### src/rtl/ssd_pkg.sv
`default_nettype none
// ============================================================================
// Module      : ssd_pkg
// Description : Shared types and constants for the seven-segment display
//               driver: conversion FSM states, double-dabble iteration count
//               and active-low segment codes ({g,f,e,d,c,b,a}).
// Revision    : 1.0 - initial release
// ============================================================================
package ssd_pkg;

    // Binary-to-BCD conversion sequencer states
    typedef enum logic [1:0] {
        IDLE  = 2'd0,
        SHIFT = 2'd1,
        DONE  = 2'd2
    } ssd_state_e;

    // One double-dabble step per input bit
    localparam int unsigned c_SHIFT_ITERS = 13;
    localparam logic [3:0]  c_SHIFT_LAST  = 4'(c_SHIFT_ITERS - 1);

    // Active-low segment codes, bit order {g,f,e,d,c,b,a}
    localparam logic [6:0] c_SEG_0     = 7'b1000000;
    localparam logic [6:0] c_SEG_1     = 7'b1111001;
    localparam logic [6:0] c_SEG_2     = 7'b0100100;
    localparam logic [6:0] c_SEG_3     = 7'b0110000;
    localparam logic [6:0] c_SEG_4     = 7'b0011001;
    localparam logic [6:0] c_SEG_5     = 7'b0010010;
    localparam logic [6:0] c_SEG_6     = 7'b0000010;
    localparam logic [6:0] c_SEG_7     = 7'b1111000;
    localparam logic [6:0] c_SEG_8     = 7'b0000000;
    localparam logic [6:0] c_SEG_9     = 7'b0010000;
    localparam logic [6:0] c_SEG_BLANK = 7'b1111111;

endpackage : ssd_pkg
`default_nettype wire

### src/rtl/seven_seg_decoder.sv
`default_nettype none
// ============================================================================
// Module      : seven_seg_decoder
// Description : Combinational BCD nibble to active-low seven-segment code.
//               Non-decimal nibbles (10..15) produce a blank digit.
// Revision    : 1.0 - initial release
// ============================================================================
module seven_seg_decoder (
    input  logic [3:0] i_nibble,
    output logic [6:0] o_seg
);
    import ssd_pkg::*;

    // Nibble to segment lookup; anything above 9 is blanked
    always_comb begin
        o_seg = c_SEG_BLANK;
        case (i_nibble)
            4'd0:    o_seg = c_SEG_0;
            4'd1:    o_seg = c_SEG_1;
            4'd2:    o_seg = c_SEG_2;
            4'd3:    o_seg = c_SEG_3;
            4'd4:    o_seg = c_SEG_4;
            4'd5:    o_seg = c_SEG_5;
            4'd6:    o_seg = c_SEG_6;
            4'd7:    o_seg = c_SEG_7;
            4'd8:    o_seg = c_SEG_8;
            4'd9:    o_seg = c_SEG_9;
            default: o_seg = c_SEG_BLANK;
        endcase
    end

endmodule : seven_seg_decoder
`default_nettype wire

### src/rtl/ssd_display_driver.sv
`default_nettype none
// ============================================================================
// Module      : ssd_display_driver
// Description : Four-digit multiplexed seven-segment driver. A change on num
//               launches a 13-step double-dabble conversion; the resulting
//               BCD is scanned ones-to-thousands by a free-running refresh
//               counter with registered anode/segment outputs.
//               Optional macro SSD_LEADING_ZERO_BLANK_EN blanks leading
//               zero digits (the ones digit is always shown).
// Revision    : 1.0 - initial release
// ============================================================================
module ssd_display_driver #(
    parameter int REFRESH_W = 18
) (
    input  logic        clk,
    input  logic        rst,
    input  logic [12:0] num,
    output logic [3:0]  anode,
    output logic [6:0]  seg,
    output logic        busy
);
    import ssd_pkg::*;

    ssd_state_e           r_state,    w_state_nxt;
    logic [12:0]          r_last_num, w_last_num_nxt;
    logic [12:0]          r_shift,    w_shift_nxt;
    logic [15:0]          r_scratch,  w_scratch_nxt;
    logic [3:0]           r_iter,     w_iter_nxt;
    logic [15:0]          r_bcd,      w_bcd_nxt;
    logic [REFRESH_W-1:0] r_refresh,  w_refresh_nxt;
    logic [3:0]           r_anode,    w_anode_nxt;
    logic [6:0]           r_seg,      w_seg_nxt;

    logic [15:0]          w_dabble;
    logic [1:0]           w_digit_idx;
    logic [3:0]           w_nibble;
    logic [6:0]           w_seg_dec;
    logic                 w_digit_blank;

    // Add-3 correction on every scratch nibble of 5 or more before the shift
    always_comb begin
        w_dabble = r_scratch;
        for (int i = 0; i < 4; i++) begin
            if (r_scratch[i*4 +: 4] >= 4'd5) begin
                w_dabble[i*4 +: 4] = r_scratch[i*4 +: 4] + 4'd3;
            end
        end
    end

    // Conversion sequencer: capture on change, 13 shift steps, publish result
    always_comb begin
        w_state_nxt    = r_state;
        w_last_num_nxt = r_last_num;
        w_shift_nxt    = r_shift;
        w_scratch_nxt  = r_scratch;
        w_iter_nxt     = r_iter;
        w_bcd_nxt      = r_bcd;
        case (r_state)
            IDLE: begin
                if (num != r_last_num) begin
                    w_last_num_nxt = num;
                    w_shift_nxt    = num;
                    w_scratch_nxt  = 16'd0;
                    w_iter_nxt     = 4'd0;
                    w_state_nxt    = SHIFT;
                end
            end
            SHIFT: begin
                {w_scratch_nxt, w_shift_nxt} = {w_dabble, r_shift} << 1;
                w_iter_nxt = r_iter + 4'd1;
                if (r_iter == c_SHIFT_LAST) begin
                    w_state_nxt = DONE;
                end
            end
            DONE: begin
                w_bcd_nxt   = r_scratch;
                w_state_nxt = IDLE;
            end
            default: w_state_nxt = IDLE;
        endcase
    end

    // Conversion state registers; reset discards any partial result
    always_ff @(posedge clk or posedge rst) begin
        if (rst) begin
            r_state    <= IDLE;
            r_last_num <= 13'd0;
            r_shift    <= 13'd0;
            r_scratch  <= 16'd0;
            r_iter     <= 4'd0;
            r_bcd      <= 16'd0;
        end else begin
            r_state    <= w_state_nxt;
            r_last_num <= w_last_num_nxt;
            r_shift    <= w_shift_nxt;
            r_scratch  <= w_scratch_nxt;
            r_iter     <= w_iter_nxt;
            r_bcd      <= w_bcd_nxt;
        end
    end

    assign busy = (r_state != IDLE);

    // Scan position comes from the two MSBs of the free-running counter
    assign w_refresh_nxt = r_refresh + REFRESH_W'(1);
    assign w_digit_idx   = r_refresh[REFRESH_W-1 -: 2];
    assign w_nibble      = r_bcd[{w_digit_idx, 2'b00} +: 4];

    seven_seg_decoder u_seven_seg_decoder (
        .i_nibble (w_nibble),
        .o_seg    (w_seg_dec)
    );

`ifdef SSD_LEADING_ZERO_BLANK_EN
    // A digit is dark when it and every more significant digit are zero
    always_comb begin
        w_digit_blank = 1'b0;
        case (w_digit_idx)
            2'd3:    w_digit_blank = (r_bcd[15:12] == 4'd0);
            2'd2:    w_digit_blank = (r_bcd[15:8]  == 8'd0);
            2'd1:    w_digit_blank = (r_bcd[15:4]  == 12'd0);
            default: w_digit_blank = 1'b0;
        endcase
    end
`else
    assign w_digit_blank = 1'b0;
`endif

    // Next display drive: one active-low anode plus its decoded segments
    always_comb begin
        w_anode_nxt = ~(4'b0001 << w_digit_idx);
        w_seg_nxt   = w_seg_dec;
        if (w_digit_blank) begin
            w_anode_nxt = 4'b1111;
            w_seg_nxt   = c_SEG_BLANK;
        end
    end

    // Refresh counter and registered display outputs (glitch-free drive)
    always_ff @(posedge clk or posedge rst) begin
        if (rst) begin
            r_refresh <= '0;
            r_anode   <= 4'b1111;
            r_seg     <= c_SEG_BLANK;
        end else begin
            r_refresh <= w_refresh_nxt;
            r_anode   <= w_anode_nxt;
            r_seg     <= w_seg_nxt;
        end
    end

    assign anode = r_anode;
    assign seg   = r_seg;

endmodule : ssd_display_driver
`default_nettype wire

### config.mk
export PLATFORM = sky130hd
export DESIGN_NAME = ssd_display_driver
export DESIGN_NICKNAME = d
export VERILOG_FILES = /design/src/rtl/ssd_pkg.sv /design/src/rtl/seven_seg_decoder.sv /design/src/rtl/ssd_display_driver.sv
export SDC_FILE = /design/constraint.sdc
export NUM_CORES = 1
export LEC_CHECK = 0
export CAP_MARGIN = 20
export CORE_MARGIN = 2
export CORE_UTILIZATION = 53
export CTS_CLUSTER_DIAMETER = 150
export DETAILED_ROUTE_END_ITERATION = 8
export PLACE_DENSITY_LB_ADDON = 0.1
export SLEW_MARGIN = 0
export SYNTH_ARGS = -nofsm -noshare
export SYNTH_HDL_FRONTEND = slang
export SYNTH_SLANG_ARGS = --single-unit
### constraint.sdc
create_clock -name clk -period 3.1 [get_ports clk]
set_clock_uncertainty 0.1 [all_clocks]
set_input_delay 0.465 -clock clk [delete_from_list [all_inputs] [get_ports clk]]
set_output_delay 0.465 -clock clk [all_outputs]
set_load 0.1 [all_outputs]
== Word level (Yosys, flattened, before mapping) ==
Memory sizes are Yosys's and may differ from the RTL's. A register that Yosys moved wholly into a read port is not among the register bits.
Cells that the tools add are included.

* Memory bits (writable): 0
* Latch bits: 0
* Memory bits (read-only): 112
* Input port bits: 15
* Memories kept: 1
* Register bits after elaboration: 86
* Logic and storage cells: 47
* Output and inout bits: 12

* Equal/unequal tests: 6
* Order comparisons: 4
* Bitwise logic cells: 1
* $add $sub $neg: 6
* Muxes and demuxes: 13
* $mul: 0
* Reduce and logical (&&, ||, !) cells: 6
* Div/mod/pow operators: 0
* Shifts and indexed selects: 2

{| class="wikitable"
|+ Memory list
! name !! depth !! width !! rd ports !! clocked after memory_dff !! write ports !! RTL line !! text
|-
| (no name shown) || 16 || 7 || 1 || 1 || 0 || seven_seg_decoder.sv:17 || <nowiki>case (i_nibble)</nowiki>
|}

{| class="wikitable"
|+ Operators with widths
! operator !! number
|-
| $pmux 16 s2 || 1
|-
| $pmux 13 s2 || 1
|-
| $add 18x1->18 const B || 1
|-
| $ge 4x3->1 const B || 4
|-
| $mux 16 || 1
|-
| $mux 4 || 4
|-
| $shiftx 16x5->4 || 1
|-
| $mux 13 || 1
|-
| $ne 13x13->1 || 1
|-
| $add 4x2->4 const B || 3
|-
| $pmux 4 s2 || 1
|-
| $reduce_and 2->1 || 3
|-
| $add 4x1->4 const B || 1
|-
| $eq 4x4->1 const B || 1
|-
| $mux 2 || 2
|-
| $ne 2x2->1 const B || 2
|-
| $not 4->4 || 1
|-
| $pmux 2 s2 || 1
|-
| $reduce_bool 2->1 || 2
|-
| $shl 1x2->4 const A || 1
|-
| $add 3x2->3 const B || 1
|-
| $mux 3 || 1
|-
| $eq 2x1->1 const B || 1
|-
| $eq 2x2->1 const B || 1
|-
| $logic_not 2->1 || 1
|}

== Depth between registers and ports, before layout ==
Gate-level depths: netlist of run 1.

* Depth after elaboration: 3
* Depth in mapped cells: 7
* Mapped depth without buffers: 7

== Modules after synthesis ==
Synthesis of run 1 repeated with hierarchy kept, for this count alone.

* Cell total of the unflattened synthesis: 408
* Area total of the unflattened synthesis: 4444.3 um^2

{| class="wikitable"
|+ By module, submodules not included
! module !! sequential area each (um^2) !! cells each !! area an instance (um^2) !! instances
|-
| ssd_display_driver || 2341.0 || 375 || 4234.1 || 1
|-
| seven_seg_decoder || 0.0 || 33 || 210.2 || 1
|}

== Worst setup path after synthesis of run 1 ==
Ideal clock, no wire load.

* Path type: flip-flop to output port
* Start point: register r_state[0]
* End point: output port busy
* Data required time: 2.535 ns
* Stages on the path, launching flop included: 4
* Path buffers: 2
* Setup slack: 0.788 ns
* Arrival: 1.747 ns
* Cells stage by stage: dfrtp_1 or2_2 clkbuf_1 clkbuf_1

* Cells in the longest elaborated chain, start to end: 1

{| class="wikitable"
|+ RTL lines
! item !! RTL line !! text
|-
| start, declared || ssd_display_driver.sv:24 || <nowiki>ssd_state_e r_state, w_state_nxt;</nowiki>
|-
| start signal, assigned || ssd_display_driver.sv:93 || <nowiki>r_state <= w_state_nxt;</nowiki>
|-
| $reduce_bool 2->1 || ssd_display_driver.sv:102 || <nowiki>assign busy = (r_state != IDLE);</nowiki>
|-
| end, declared || ssd_display_driver.sv:20 || <nowiki>output logic busy</nowiki>
|}

Every way passes these cells.

== Final worst setup path of run 1 ==
* Start point: register r_state[1]
* End point: output port busy

The elaborated chain is that of the path after synthesis.

==> reports/metrics.cfg, run 1 <==
[floorplanning]
die_h_um=95.2
ios=27
initial_core_util=0.542
die_area_um2=9060
die_x_um=95.2
coreArea_um2=8130
row_count=33

[logic_synthesis]
ys.flop_type=dfrtp_1
synth-edff-count=0
seq_area_frac_synth=0.531
synth_cell_types=36
syn_nets=415
async_flop_share=1.00
syn_avg_cell_area_um2=11.5
ys_ff_latch=93
ys_warn_count=0
synthCells=384
synth_area_um2=4410

[cells_and_area]
final_cell_mix=dfrtp_1 (82), nand2_1 (31), inv_1 (30), xnor2_1 (30), o21ai_0 (24)
syn_to_final_growth_pct=13.1
regArea_um2=2340
fin_nets=443
fin_util=0.613
final_common_cell=dfrtp_1
drive_gt1_frac=0.180
n_antenna_cell=0
multiInputGateArea_um2=1860
n_fill_cell=633

[grt]
grt_pass1_wl_mm=13.5
grt_max_degree=46
grt_use_total=0.193
grt_pass1_vias=2831
antenna_found_initial=0
grt-ovfl-total=0

[drt]
drcViolationCount=0
ant_nets=0
wire_per_inst_um=15.3
vias=2834
drt_iter0_drc=83
drtPass1Iterations=4
vias_per_cell=5.43
wirelength_mm=7.97

[power]
clkPwrFrac=0.182
netSwitchingFraction=0.385
intPower_mw=2.99
leakage_nw=2.33
power_frac_comb=0.408
power_density_nw_per_um2=977
vdd_ir_drop_max_v=0.000474
p_seq_frac=0.411
p_switching_mw=1.88
finalPower_mw=4.87

[critical_path]
path_class=reg2out
end_kind=primary output
r2r_cells=6
reg2reg_slack_ps=990
crit_arrival_ps=1800
startpoint_type=flip-flop
cp_max_fo=16
r2r_end=seg[3]$_DFF_PP1_
cp.required_ps=2530
r2r-start=r_refresh[16]$_DFF_PP0_

[sta]
setup-tns-final_ps=0
final-setup-viol-count=0
hold_viol=0
worst_pin_slew_ps=931
period_minus_slack_ps=2370
rsz0062_at_grt=no
max_slew_margin=0.377
fmax_mhz=422
slew_violations=0
fin_crit_sh=0.764

[cts]
cts_resized=0
clkLatencyLatePin_ps=350
cts_tree=yes
path_clk_slew_ps=90
cts_root_buffer=clkbuf_8
cts_inserted_buffers=9
clk_path_buf_depth=2
clock_sinks=93
post-cts-setup-buffer-count=0
hold_buffers=0
htree_levels=3

[job]
max_cap_viol_count=0

[place]
port_buffers=26
hpwl_mm=5.39
place.gp.congestion=0.772

[run_status]
status=completed

[worst_hold_path]
hold_path.class=in2async

==> power by group through the flow <==
| stage | combinational (mW) | sequential (mW) | clock (mW) |
|---|---|---|---|
| detailed placement | 2.00 | 2.01 | 0 |
| global route | 2.22 | 2.06 | 0.958 |
| CTS | 2.00 | 1.99 | 0.910 |
| floorplan | 1.37 | 2.22 | 0 |
| finish | 1.98 | 2.00 | 0.885 |
| global placement | 1.95 | 2.00 | 0 |
==> Yosys cell counts, types with 9 or more instances <==
cell type  number  share of area
xnor2_1        30          0.060
a21oi_1        22          0.025
ha_1           16          0.045
dfrtp_1        82           0.47
mux2_2         13          0.033
a22o_1         14          0.028
nand2_1        31          0.026
inv_1          31          0.026
nor2_1          9         0.0077
nand3_1        10          0.011
o21ai_0        24          0.027
dfstp_2        11          0.066
==> state kept, by name, summed over array words and instances, names as in the netlist <==
| signal | flops |
|---|---|
| r_bcd | 16 |
| r_state | 2 |
| r_shift | 13 |
| r_iter | 4 |
| r_scratch | 16 |
| r_last_num | 13 |
| seg | 7 |
| anode | 4 |
| r_refresh | 18 |
==> area by class of cell <==
cell class	count	area share
Sequential cell	93	0.470
Clock buffer	14	0.0432
Multi-Input combinational cell	244	0.372
Inverter	31	0.0236
Clock inverter	2	0.00351
Timing Repair Buffer	33	0.0617
Tap cell	105	0.0263
==> cells by family (layout without fill, tap and decap cells) <==
family	count (synthesis)	in the layout	synth area share
DFF	93	93	0.531
and+or+nand+nor	83	83	0.0977
AOI/OAI and AO/OA	82	82	0.121
buffers and inverters	47	80	0.0477
xor gates and xnor gates	35	35	0.0696
muxes	28	28	0.0877
adders and majority gates	16	16	0.0454
==> critical path, cell delays in order (launching register included) <==
cell and delay (ps):
dfrtp_1 680, or2_2 400, buf_4 350
==> worst max path at each step <==
| stage | start | to | slack [ps] | cells after the start |
|---|---|---|---|---|
| global placement | num[9] | r_last_num[12]$_DFFE_PP0P_ | 480 | 7 |
| CTS | r_state[1]$_DFFE_PP0P_ | busy | 750 | 2 |
| finish | r_state[1]$_DFFE_PP0P_ | busy | 730 | 2 |
| floorplan | rst | r_bcd[0]$_DFFE_PP0N_ | 130 | 1 |
| global route | r_state[1]$_DFFE_PP0P_ | busy | 650 | 2 |
| detailed placement | num[10] | r_last_num[11]$_DFFE_PP0P_ | 470 | 7 |
==> metal layers <==
layer / routed length, µm / share of wire / global-route usage / up-vias
met3: 198 / 0.025 / 0.0324 / 13
met2: 3640 / 0.46 / 0.301 / 37
met4: 136 / 0.017 / 0.0821 / 0
met1: 4000 / 0.50 / 0.269 / 1398
met5: 0 / 0 / 0 / -
li1: - / - / - / 1386
==> through the flow <==
stage	instance area [µm²]	worst slack, ps	cells	hold slack, ps
final	4990	731	522	279
after global routing	4990	647	522	322
after CTS	4990	753	522	282
after detailed placement	4750	468	506	363
after global placement	4750	480	506	358
after floorplan	4410	133	384	338
Power figures use the tool's default switching activity.
==> inputs of run 2 (changes only) <==
--- a/config.mk
+++ b/config.mk
@@ -7,7 +7,7 @@
 export LEC_CHECK = 0
 export CAP_MARGIN = 20
 export CORE_MARGIN = 2
-export CORE_UTILIZATION = 53
+export CORE_UTILIZATION = 55
 export CTS_CLUSTER_DIAMETER = 150
 export DETAILED_ROUTE_END_ITERATION = 8
 export PLACE_DENSITY_LB_ADDON = 0.1
==> constraint.sdc (replaced) <==
create_clock -name clk -period 2.4 [get_ports clk]
set_clock_uncertainty 0.1 [all_clocks]
set_input_delay 0.36 -clock clk [delete_from_list [all_inputs] [get_ports clk]]
set_output_delay 0.36 -clock clk [all_outputs]
set_load 0.1 [all_outputs]
==> run 2 against run 1 <==
Compared with the run above: sequential cell count did not move; utilization rose by 4.9 points; design area grew 2.5%; critical path type is now reg2reg; global-route usage up 0.66 points; total power increased by 31%; sequential share of layout area down 1.2 points; largest cell class unchanged; largest power group is now combinational cells; final cell count grew 2.3%; die area decreased by 3.5%.
==> reports/metrics.cfg, run 2 (synthesized netlist as in run 1, its figures left out) <==
[sta]
fin_crit_sh=0.872
hold_viol=0
period_minus_slack_ps=2090
slew_violations=0
fmax_mhz=478
rsz0062_at_grt=no
max_slew_margin=0.607
final-setup-viol-count=0
worst_pin_slew_ps=588

[cts]
cts_tree=yes
clkLatencyLatePin_ps=350
clock_sinks=93
cts_root_buffer=clkbuf_8
cts_resized=0
post-cts-setup-buffer-count=0
cts_inserted_buffers=9
htree_levels=3
hold_buffers=0
path_clk_slew_ps=100
clk_path_buf_depth=2

[critical_path]
critPathTopFamily=multiplexers
path_class=reg2reg
slowest_delay_ps=620
path_cells=mux4_2, inv_1, ha_1, nand2_1, o21ai_0, a21oi_1
r2r_cells=6
r2r-start=r_refresh[16]$_DFF_PP0_
cp.required_ps=2590
crit_slowest_cell=mux4_2
startpoint_type=flip-flop
end_kind=flip-flop
reg2reg_slack_ps=310
r2r_end=seg[3]$_DFF_PP1_
crit_arrival_ps=2280
cp_max_fo=10
path_buf_inv=1

[power]
leakage_nw=2.40
power_density_nw_per_um2=1250
vdd_ir_drop_max_v=0.000606

[grt]
use_met1=0.290
globalRoute.busiestLayer=met2
antenna_found_initial=0
grt_max_degree=83
grt_pass1_wl_mm=13.7
grt-ovfl-total=0
grt_use_total=0.200
grtUsageMet2=0.309
grt.met3_usage=0.0371
grt_pass1_vias=2895

[drt]
drtPass1Iterations=4
vias_per_cell=5.41
ant_nets=0
wire_per_inst_um=14.5
drt_iter0_drc=153
wirelength_mm=7.76
vias=2887
drcViolationCount=0

[cells_and_area]
reg_top3=r_refresh (18), r_bcd (16), r_scratch (16)
fin_util=0.662
fin_nets=458
final_common_cell=dfrtp_1
n_antenna_cell=0
largest_reg_flops=18
n_fill_cell=612
largest-register=r_refresh
final_cell_mix=dfrtp_1 (82), nand2_1 (31), buf_4 (31), inv_1 (30), xnor2_1 (30)
syn_to_final_growth_pct=16.0
drive_gt1_frac=0.208
instances_no_fill=534

[floorplanning]
ios=27
coreArea_um2=7730
die_x_um=93.5
initial_core_util=0.570
die_area_um2=8740
row_count=32
die_h_um=93.5

[worst_hold_path]
hold_path.class=in2async

[place]
hpwl_mm=5.49
place.gp.congestion=0.766
port_buffers=26
dpl.cell_count=518

[run_status]
status=completed

[job]
max_cap_viol_count=0

==> run 2: cell count changes in the layout (fill, tap and decap cells not counted) <==
cell        change
bufinv_16       +1
clkinvlp_4      +1
clkbuf_8        -3
buf_12          +1
buf_4          +14
inv_6           +1
==> run 2: power by group <==
part | leakage [nW] | switching [mW] | internal (mW) | total, mW
Sequential | 1.15 | 0.419 | 2.15 | 2.57
Clock | 0.121 | 0.560 | 0.616 | 1.18
Combinational | 1.13 | 1.46 | 1.18 | 2.64
==> run 2: layout make-up <==
| type | instances | area (µm²) | share of cell area |
|---|---|---|---|
| sequential | 93 | 2340 | 0.458 |
| multi-input combinational | 244 | 1860 | 0.363 |
| timing repair buffer | 48 | 433 | 0.0847 |
| clock buffer | 11 | 174 | 0.0340 |
| tap | 102 | 128 | 0.0250 |
| inverter | 31 | 120 | 0.0235 |
| clock inverter | 5 | 61.3 | 0.0120 |
==> run 2: worst max-delay path by stage <==
stage	cells past startpoint	slack [ps]	from	to
floorplan	5	190	r_state[0]$_DFFE_PP0P_	r_shift[6]$_DFFE_PP0P_
global placement	7	50	num[6]	r_last_num[6]$_DFFE_PP0P_
detailed placement	7	-6	num[2]	r_last_num[9]$_DFFE_PP0P_
CTS	6	300	r_refresh[16]$_DFF_PP0_	seg[3]$_DFF_PP1_
global route	6	170	r_refresh[16]$_DFF_PP0_	seg[3]$_DFF_PP1_
finish	6	310	r_refresh[16]$_DFF_PP0_	seg[3]$_DFF_PP1_
==> run 2: layer usage <==
metal | vias to the layer above | part of all wire
li1 | 1417 | -
met3 | 10 | 0.020
met1 | 1430 | 0.49
met5 | - | 0
met2 | 30 | 0.48
met4 | 0 | 0.012
==> run 2: through the flow <==
| step | instance area, µm² | hold WS [ps] | setup slack [ps] | power [mW] | setup TNS (ps) |
|---|---|---|---|---|---|
| 2_1_floorplan | 4410 | 338 | 189 | 4.65 | 0 |
| 3_3_place_gp | 4880 | 358 | 49.4 | 5.16 | 0 |
| 3_5_place_dp | 4880 | 357 | -6.39 | 5.25 | -15.7 |
| 4_1_cts | 5110 | 201 | 302 | 6.44 | 0 |
| 5_1_grt | 5110 | 218 | 168 | 6.85 | 0 |
| 6_report | 5110 | 204 | 307 | 6.39 | 0 |
==> run 2: worst reg2reg max path: cells and delay by family (launching register included) <==
kind | cells | cell delay (ps)
AO/OA/AOI/OAI | 2 | 240
adder cells (fa/ha/maj) | 1 | 240
buffers and inverters | 1 | 150
flip-flops | 1 | 600
multiplexers | 1 | 620
AND/OR/NAND/NOR | 1 | 80
